$ cat src/rtl/fetch_stage_if.sv
// Instruction-memory fetch handshake between the fetch stage (master) and
// instruction memory (slave): req/addr out, ack/rdata back.
interface fetch_stage_if #(
  parameter int PC_W    = 8,
  parameter int INSTR_W = 9
);
  logic               imem_req;
  logic [PC_W-1:0]    imem_addr;
  logic               imem_ack;
  logic [INSTR_W-1:0] imem_rdata;

  modport master (
    output imem_req,
    output imem_addr,
    input  imem_ack,
    input  imem_rdata
  );

  modport slave (
    input  imem_req,
    input  imem_addr,
    output imem_ack,
    output imem_rdata
  );
endinterface

$ cat src/rtl/fetch_stage.sv
// N-RISC multicycle instruction fetch stage: PC, instruction register, fetch FSM.
// Optional retired-instruction counter enabled by defining FETCH_INSTR_COUNT_EN.
module fetch_stage #(
  parameter int              PC_W     = 8,
  parameter logic [PC_W-1:0] RESET_PC = '0,
  parameter int              INSTR_W  = 9
) (
  input  logic             clock,
  input  logic             reset_n,
  fetch_stage_if.master    imem,
  input  logic             exec_done,
  input  logic             pc_write,
  input  logic             branch,
  input  logic             branch_cond,
  output logic             instr_valid,
  output logic [2:0]       opcode,
  output logic [2:0]       rx,
  output logic [2:0]       ry,
  output logic [PC_W-1:0]  pc,
  output logic [15:0]      instr_count
);

  typedef enum logic [1:0] {
    S_IDLE,
    S_FETCH,
    S_ISSUE,
    S_EXEC
  } state_t;

  state_t             state;
  state_t             next_state;
  logic [INSTR_W-1:0] ir;
  logic               exec_accept;
  logic [PC_W-1:0]    pc_inc;
  logic [PC_W-1:0]    pc_branch;
  logic [PC_W-1:0]    ry_sext;

  // NOTE: state lives in always_ff with <= only; always_comb blocks use = so
  // every process sees the pre-edge value of a register, never a half-updated one.
  always_ff @(posedge clock or negedge reset_n) begin
    if (!reset_n) state <= S_IDLE;
    else          state <= next_state;
  end

  // NOTE: every always_comb output gets a default before the case, so no path
  // leaves it unassigned and no latch is inferred.
  always_comb begin
    next_state = state;
    case (state)
      S_IDLE:  next_state = S_FETCH;
      S_FETCH: if (imem.imem_ack) next_state = S_ISSUE;
      S_ISSUE: next_state = S_EXEC;
      S_EXEC:  if (exec_done) next_state = S_FETCH;
      default: next_state = S_IDLE;
    endcase
  end

  always_comb begin
    imem.imem_req = 1'b0;
    instr_valid   = 1'b0;
    case (state)
      S_FETCH: imem.imem_req = 1'b1;
      S_ISSUE: instr_valid   = 1'b1;
      default: ;
    endcase
  end

  assign imem.imem_addr = pc;

  // rdata is only meaningful with ack, and only the fetch state consumes it.
  always_ff @(posedge clock or negedge reset_n) begin
    if (!reset_n)                              ir <= '0;
    else if (state == S_FETCH && imem.imem_ack) ir <= imem.imem_rdata;
  end

  assign opcode = ir[8:6];
  assign rx     = ir[5:3];
  assign ry     = ir[2:0];

  // Branch offset is ry as a signed -4..+3 step relative to pc + 1.
  assign ry_sext     = {{(PC_W-3){ry[2]}}, ry};
  assign pc_inc      = pc + PC_W'(1);
  assign pc_branch   = pc_inc + ry_sext;
  assign exec_accept = (state == S_EXEC) && exec_done;

  always_ff @(posedge clock or negedge reset_n) begin
    if (!reset_n) begin
      pc <= RESET_PC;
    end else if (exec_accept && pc_write) begin
      if (branch && branch_cond) pc <= pc_branch;
      else                       pc <= pc_inc;
    end
  end

`ifdef FETCH_INSTR_COUNT_EN
  logic [15:0] count_q;

  always_ff @(posedge clock or negedge reset_n) begin
    if (!reset_n)         count_q <= '0;
    else if (exec_accept) count_q <= count_q + 16'd1;
  end

  assign instr_count = count_q;
`else
  assign instr_count = '0;
`endif

endmodule

$ cat src/flat_wrapper.sv
// flat-port wrapper written by rule: the top's interface ports become plain ports
module fetch_stage_flat 
#(
  parameter int              PC_W     = 8,
  parameter logic [PC_W-1:0] RESET_PC = '0,
  parameter int              INSTR_W  = 9
)
  (clock, reset_n, exec_done, pc_write, branch, branch_cond, instr_valid, opcode, rx, ry, pc, instr_count, imem_imem_req, imem_imem_addr, imem_imem_ack, imem_imem_rdata);
  fetch_stage_if #(.PC_W(PC_W), .INSTR_W(INSTR_W)) imem_i ();
  input  logic clock;
  input  logic reset_n;
  input  logic exec_done;
  input  logic pc_write;
  input  logic branch;
  input  logic branch_cond;
  output logic instr_valid;
  output logic [2:0] opcode;
  output logic [2:0] rx;
  output logic [2:0] ry;
  output logic [PC_W-1:0] pc;
  output logic [15:0] instr_count;
  output wire logic [$bits(imem_i.imem_req)-1:0] imem_imem_req;
  output wire logic [$bits(imem_i.imem_addr)-1:0] imem_imem_addr;
  input wire logic [$bits(imem_i.imem_ack)-1:0] imem_imem_ack;
  input wire logic [$bits(imem_i.imem_rdata)-1:0] imem_imem_rdata;
  assign imem_imem_req = imem_i.imem_req;
  assign imem_imem_addr = imem_i.imem_addr;
  assign imem_i.imem_ack = imem_imem_ack;
  assign imem_i.imem_rdata = imem_imem_rdata;
  fetch_stage #(.PC_W(PC_W), .RESET_PC(RESET_PC), .INSTR_W(INSTR_W)) u_core (.clock(clock), .reset_n(reset_n), .imem(imem_i), .exec_done(exec_done), .pc_write(pc_write), .branch(branch), .branch_cond(branch_cond), .instr_valid(instr_valid), .opcode(opcode), .rx(rx), .ry(ry), .pc(pc), .instr_count(instr_count));
endmodule
$ cat config.mk
export PLATFORM = sky130hd
export DESIGN_NAME = fetch_stage_flat
export DESIGN_NICKNAME = d
export VERILOG_FILES = /design/src/rtl/fetch_stage_if.sv /design/src/rtl/fetch_stage.sv /design/src/flat_wrapper.sv
export SDC_FILE = /design/constraint.sdc
export NUM_CORES = 1
export LEC_CHECK = 0
export CORE_MARGIN = 2
export CORE_UTILIZATION = 46
export CTS_CLUSTER_SIZE = 30
export DETAILED_ROUTE_END_ITERATION = 8
export PLACE_DENSITY = 0.85
export SYNTH_ARGS = -nofsm -noshare
export SYNTH_HDL_FRONTEND = slang
export SYNTH_SLANG_ARGS = --single-unit
$ cat constraint.sdc
create_clock -name clock -period 8.2 [get_ports clock]
set_clock_uncertainty 0.2 [all_clocks]
set_input_delay 1.23 -clock clock [delete_from_list [all_inputs] [get_ports clock]]
set_output_delay 1.23 -clock clock [all_outputs]
set_load 0.01 [all_outputs]
==> impl_metrics.yaml, run 1 <==
cells_and_area:
  nNetsFinal: 217
  areaGrowthSynthToFinish_pct: 25.0
  layoutNonFillerInstCount: 219
  final_layout_size_suffix_gt1_frac: 0.0806
  final_area_um2: 1790
  n_antenna_cell: 0
timing:
  setup_violations: 0
  slew_headroom: 0.443
  final.period_utilization: 0.390
  fmax_ghz: 0.313
  period_needed_ns: 3.20
  tightest_slew_ns: 0.833
  rsz0062_at_grt: "no"
  hold_violations: 0
  fin_tns_setup_ns: 0
  timing.hold.ws_ns: 0.308
  report.final.slew_viol_count: 0
logic_synthesis:
  ys_dominant_reg_cell: "dfrtp_1"
  synth_area_leaders: "dfrtp_1 (33%), buf_4 (13%), ha_1 (11%), mux2_2 (7.1%), xnor2_1 (4.3%)"
  synth_common_cells: "buf_4 (24), dfrtp_1 (19), ha_1 (13)"
  synth_top_family_by_area: "buffers and inverters"
  synthAdderAreaFrac: 0.127
  synth-simple-area-share: 0.0925
  synthXorXnorAreaFrac: 0.0672
  synthArstFlopShare: 1.00
  synth_edf_count: 0
  avgSynthCellArea_um2: 9.50
  syn_area_um2: 1430
  ys_ff_latch: 19
  yosys_warnings: 0
  seq_area_frac_synth: 0.332
  yosysMostFrequentCell: "buf_4"
  synth_top_area_share: 0.332
  yosysUniqueCellTypes: 33
  synthCells: 151
  synth_compound_area_frac: 0.140
  synth.largest_area_cell: "dfrtp_1"
  synthMuxAreaShare: 0.0846
cts:
  root_buffer: "clkbuf_4"
  post_cts_buffers: 0
  postCtsResizedCells: 0
  htree_levels: 1
  clk_pin_slew_ns: 0.11
  clockBufferDepth: 2
  cts_made_buffers: 3
  clock_sinks: 19
  cts_tree: "yes"
  clk_latency_ns: 0.29
  hold_buffers: 0
drt:
  wire_per_inst_um: 12.6
  antenna_left: 0
  first_pass_iters: 4
  route.detailed.drc: 0
  vias: 1125
  via_per_inst: 5.14
  drtIter0Drc: 14
  drt-total-wl_mm: 2.76
pwr:
  power_uw: 744
  p_int_uw: 429
  swShare: 0.424
  cellPowerDensity_nw_per_um2: 415
  p_sw_uw: 315
  p_leak_uw: 0.000822
  power_frac_comb: 0.676
  ir_worst_vdd_uv: 204
  clkPwrFrac: 0.062
  p_seq_frac: 0.261
global_route:
  grt_pass1_wl_mm: 4.69
  grtUsageTotal: 0.168
  antenna_found_initial: 0
  grt_pass1_vias: 1087
  grt-ovfl-total: 0
  grt_start_max_net_pins: 20
critical_path:
  startpoint_type: "flop"
  cp_data_required_time_ns: 8.22
  critPathKind: "reg2reg"
  max_stage_delay_ns: 0.48
  crit_family: "simple AND/OR/NAND/NOR gates"
  cp-end-kind: "flop"
  worstSetupStartpoint: "u_core.imem.imem_addr[2]"
  path_buf_inv: 0
  cp_slowest_cell: "dfrtp_1"
  path_cells: "nand3_1 -> nor3_1 -> xor2_1 -> ha_1 -> or3_1 -> a221o_1 -> and3_1 -> o21ai_2 -> mux2i_1 -> xnor2_1"
  cp_max_fo: 8
  arrival_ns: 3.22
  reg2reg_from: "u_core.imem.imem_addr[2]"
floorplanning:
  fp.dieArea_um2: 3580
  die_x_um: 59.8
  std_cell_rows: 20
  ios: 59
  die_y_um: 59.8
  start_util: 0.477
  coreArea_um2: 3000
placement:
  place_congestion: 0.915
  io_buffers: 42
  place_area_um2: 1760
  hpwl_mm: 2.32
  placedCellCount: 215
min_path:
  hp-class: "reg2reg"
  hold_start: "u_core.imem.imem_addr[7]"
flow_run:
  cap_violations: 0
status:
  status: "finished clean"
final timing paths:
path / end / slack [ns] / cells after the start
worst min register to register: u_core.imem.imem_addr[7] / 0.31 / 1
worst max register to register: u_core.imem.imem_addr[7] / 5.00 / 10
min in group asynchronous: u_core.ir[7] / 1.21 / 1
worst max-delay path: u_core.imem.imem_addr[7] / 5.00 / 10
worst min-delay path: u_core.imem.imem_addr[7] / 0.31 / 1
max in group asynchronous: u_core.ir[1] / 6.08 / 1
logic make-up (layout without fill, tap and decap cells):
logic type,Yosys count,after routing
AND/OR/NAND/NOR,27,27
multiplexers,11,11
flip-flops,19,19
adder cells (fa/ha/maj),14,14
XOR/XNOR,11,11
AO/OA/AOI/OAI,33,33
other,1,16
buffers and inverters,35,55
metal layers:
layer  GRT usage  share of wire
met1       0.204           0.42
met2       0.301           0.50
met3      0.0411          0.074
met4      0.0317              0
met5           0              0
stage by stage:
stage | utilization | setup WS [ns]
after global routing | 0.597 | 4.71
after floorplan | - | 5.26
after global placement | 0.588 | 5.18
after CTS | 0.597 | 5.00
after detailed placement | 0.588 | 5.03
final | 0.597 | 5.00
power groups by stage:
stage / sequential [uW] / clock (uW) / combinational, uW
after floorplan: 206 / 0 / 321
after global placement: 192 / 0 / 485
after detailed placement: 196 / 0 / 501
after CTS: 194 / 47.6 / 505
after global routing: 204 / 51.3 / 552
final: 194 / 46.4 / 503
flip-flops by register name, indices dropped and copies added, names as in the netlist:
signal	flops
u_core.imem.imem_addr	8
u_core.ir	9
u_core.state	2
placed cells by master (no fill, tap or decap):
cell and instances:
clkdlybuf4s50_1 42, inv_1 8, nand2_1 6, o21ai_1 4, xor2_1 4, and2_2 1
nand2b_1 1, nor3b_1 1, a21oi_1 10, o22ai_1 3, and3_1 3, ha_1 13
a21o_1 3, or3_1 1, a221o_1 1, o21ai_0 5, a31oi_1 1, clkinv_1 1
o21ai_2 1, nand3_1 5, conb_1 16, nor2_1 5, nor3_1 4, a221oi_1 1
o31ai_1 1, clkbuf_4 3, mux2i_1 2, a22oi_1 2, mux2_2 9, dfrtp_1 19
xnor2_1 7, clkinv_2 1, fa_1 1, o21bai_1 1
layout make-up:
| class | instances | area, um^2 |
|---|---|---|
| clock inverters | 1 | 5.00 |
| flip-flops and latches | 19 | 475 |
| multi-input cells | 112 | 793 |
| inverters | 9 | 33.8 |
| fillers | 240 | 1210 |
| repair buffers | 42 | 420 |
| clock buffers | 3 | 22.5 |
| well taps | 33 | 41.3 |
No activity file was read; power rests on OpenSTA's default activity.
==> run 2: changes to the inputs <==
--- a/config.mk
+++ b/config.mk
@@ -6,10 +6,10 @@
 export NUM_CORES = 1
 export LEC_CHECK = 0
 export CORE_MARGIN = 2
-export CORE_UTILIZATION = 46
+export CORE_UTILIZATION = 39
 export CTS_CLUSTER_SIZE = 30
 export DETAILED_ROUTE_END_ITERATION = 8
-export PLACE_DENSITY = 0.85
+export PLACE_DENSITY = 0.77
 export SYNTH_ARGS = -nofsm -noshare
 export SYNTH_HDL_FRONTEND = slang
 export SYNTH_SLANG_ARGS = --single-unit
==> constraint.sdc (replaced) <==
create_clock -name clock -period 2.6 [get_ports clock]
set_clock_uncertainty 0.2 [all_clocks]
set_input_delay 0.39 -clock clock [delete_from_list [all_inputs] [get_ports clock]]
set_output_delay 0.39 -clock clock [all_outputs]
set_load 0.01 [all_outputs]
==> run 2 against run 1 <==
Compared with the run above: the flow now finishes with violations (negative setup slack); final area rose by 12%; register-to-register slack got worse by 5.1 ns; clock-buffer cell count is 1 higher; flip-flop and latch count stayed put; via count rose by 3.9%; final cell count up 14%; utilization shrank 3.9 points; critical path type unchanged.
==> impl_metrics.yaml, run 2 (same netlist as run 1, synthesis figures left out) <==
cts:
  cts_tree: "yes"
  clk_pin_slew_ns: 0.07
  root_buffer: "clkbuf_8"
  clock_sinks: 19
  cts_made_buffers: 3
  htree_levels: 1
  clk_latency_ns: 0.25
  clockBufferDepth: 2
timing:
  final.period_utilization: 1.02
  report.final.slew_viol_count: 0
  period_needed_ns: 2.66
  hold_violations: 0
  setup_violations: 1
  rsz0062_at_grt: "yes"
  setup_ws_ns: -0.0624
  fmax_ghz: 0.376
pwr:
  p_seq_frac: 0.227
  swShare: 0.404
  p_int_uw: 1580
  clkPwrFrac: 0.075
  power_uw: 2640
  power_frac_comb: 0.698
  p_leak_uw: 0.000907
  p_sw_uw: 1070
  ir_worst_vdd_uv: 618
  cellPowerDensity_nw_per_um2: 1310
critical_path:
  startpoint_type: "flop"
  cp_max_fo: 3
  cp_data_required_time_ns: 2.57
  max_stage_delay_ns: 0.41
  critPathKind: "reg2reg"
  cp_slowest_cell: "dfrtp_2"
  arrival_ns: 2.64
  cp-end-kind: "flop"
  path_cells: "ha_4 -> and3_4 -> nand3_4 -> xnor2_2 -> ha_2 -> or3_1 -> a221o_1 -> and3_1 -> o21ai_2 -> mux2i_1 -> xnor2_1"
cells_and_area:
  mostFrequentLayoutCell: "clkdlybuf4s50_1"
  final_layout_size_suffix_gt1_frac: 0.209
  nNetsFinal: 232
  top_register: "u_core.ir"
  fin_util: 0.557
  largest_reg_flops: 9
  final_cell_mix: "clkdlybuf4s50_1 (42), conb_1 (16), dfrtp_1 (16)"
  areaGrowthSynthToFinish_pct: 40.1
  layoutNonFillerInstCount: 249
  n_antenna_cell: 0
drt:
  antenna_left: 0
  route.detailed.drc: 0
  wire_per_inst_um: 11.6
  via_per_inst: 4.69
  vias: 1169
  drt-total-wl_mm: 2.90
  drtIter0Drc: 19
  first_pass_iters: 4
global_route:
  grt_pass1_wl_mm: 4.79
  grt-ovfl-total: 0
  antenna_found_initial: 0
  grtUsageTotal: 0.145
  grt_pass1_vias: 1102
  grt_start_max_net_pins: 20
floorplanning:
  coreArea_um2: 3610
  die_x_um: 64.6
  std_cell_rows: 22
  fp.dieArea_um2: 4180
  ios: 59
  die_y_um: 64.6
  start_util: 0.398
placement:
  hpwl_mm: 2.34
  placedCellCount: 243
  io_buffers: 42
  place_congestion: 0.789
min_path:
  hp-class: "in2async"
flow_run:
  cap_violations: 0
status:
  violations: "negative setup slack"
  status: "finished, violations left"
run 2: cell count changes in the layout (fill, tap and decap cells not counted), moves of 3 or more:
cell,previous run,this run
dfrtp_1,19,16
dfrtp_2,0,3
clkbuf_4,3,0
clkbuf_8,0,3
buf_4,0,15
run 2: per-layer routing:
metal	part of all wire	wire, um	track usage
met1	0.48	1400	0.200
met2	0.47	1360	0.243
met3	0.046	132	0.0226
met4	0.0028	8	0.0239
met5	0	0	0
run 2: cell type report:
class                      count  area, um^2
timing repair buffer          57         533
inverter                       9        35.0
tap                           48        60.1
multi-input combinational    112         857
sequential                    19         479
clock buffer                   4        45.0
fill                         317        1600
run 2: critical path: cells and delay by family, from the launching register on:
kind / cells / cell delay (ns)
adders and majority gates: 2 / 0.31
AOI/OAI and AO/OA: 2 / 0.41
muxes: 1 / 0.22
xor gates and xnor gates: 2 / 0.29
DFF: 1 / 0.41
and+or+nand+nor: 4 / 0.75
run 2: worst paths after layout:
| check | to | depth (start not counted) | slack, ns | startpoint |
|---|---|---|---|---|
| worst min register to register | u_core.imem.imem_addr[7] | 1 | 0.30 | u_core.imem.imem_addr[7] |
| min in group clock | u_core.imem.imem_addr[7] | 1 | 0.30 | u_core.imem.imem_addr[7] |
| worst min-delay path | u_core.ir[0] | 2 | 0.27 | reset_n |
| worst max-delay path | u_core.imem.imem_addr[7] | 11 | -0.06 | u_core.imem.imem_addr[1] |
| worst max register to register | u_core.imem.imem_addr[7] | 11 | -0.06 | u_core.imem.imem_addr[1] |
| max in group asynchronous | u_core.imem.imem_addr[2] | 2 | 1.72 | reset_n |
run 2: repair_timing:
action                     4_1_cts  5_1_grt
gates resized for setup          2        4
setup endpoints to repair        2        3
pin swaps                        1        7
hold buffers                     0        0
setup buffers                    1        1
hold endpoints to repair         0        0
run 2: power groups by stage:
stage	Sequential [uW]	Clock [uW]	Combinational, uW
global placement	594	0	1730
CTS	596	204	1810
global route	628	216	2040
detailed placement	601	0	1770
floorplan	665	0	1040
finish	600	197	1840
run 2: metrics by stage:
stage / setup TNS (ns) / setup slack, ns / hold slack [ns] / instance area, um^2
after global placement: -0.00222 / -0.00222 / 0.286 / 1920
after floorplan: -0.0484 / -0.0484 / -0.106 / 1530
after CTS: -0.0451 / -0.0451 / 0.273 / 1980
after global routing: -0.326 / -0.162 / 0.308 / 2010
final: -0.0624 / -0.0624 / 0.267 / 2010
after detailed placement: -0.0662 / -0.0459 / 0.294 / 1920
==> run 3: changes to the inputs <==
--- a/config.mk
+++ b/config.mk
@@ -10,6 +10,7 @@
 export CTS_CLUSTER_SIZE = 30
 export DETAILED_ROUTE_END_ITERATION = 8
 export PLACE_DENSITY = 0.77
+export SLEW_MARGIN = 20
 export SYNTH_ARGS = -nofsm -noshare
 export SYNTH_HDL_FRONTEND = slang
 export SYNTH_SLANG_ARGS = --single-unit
==> results of run 3 <==
Same layout as run 2: the final DEF is identical, and so are final timing and power.
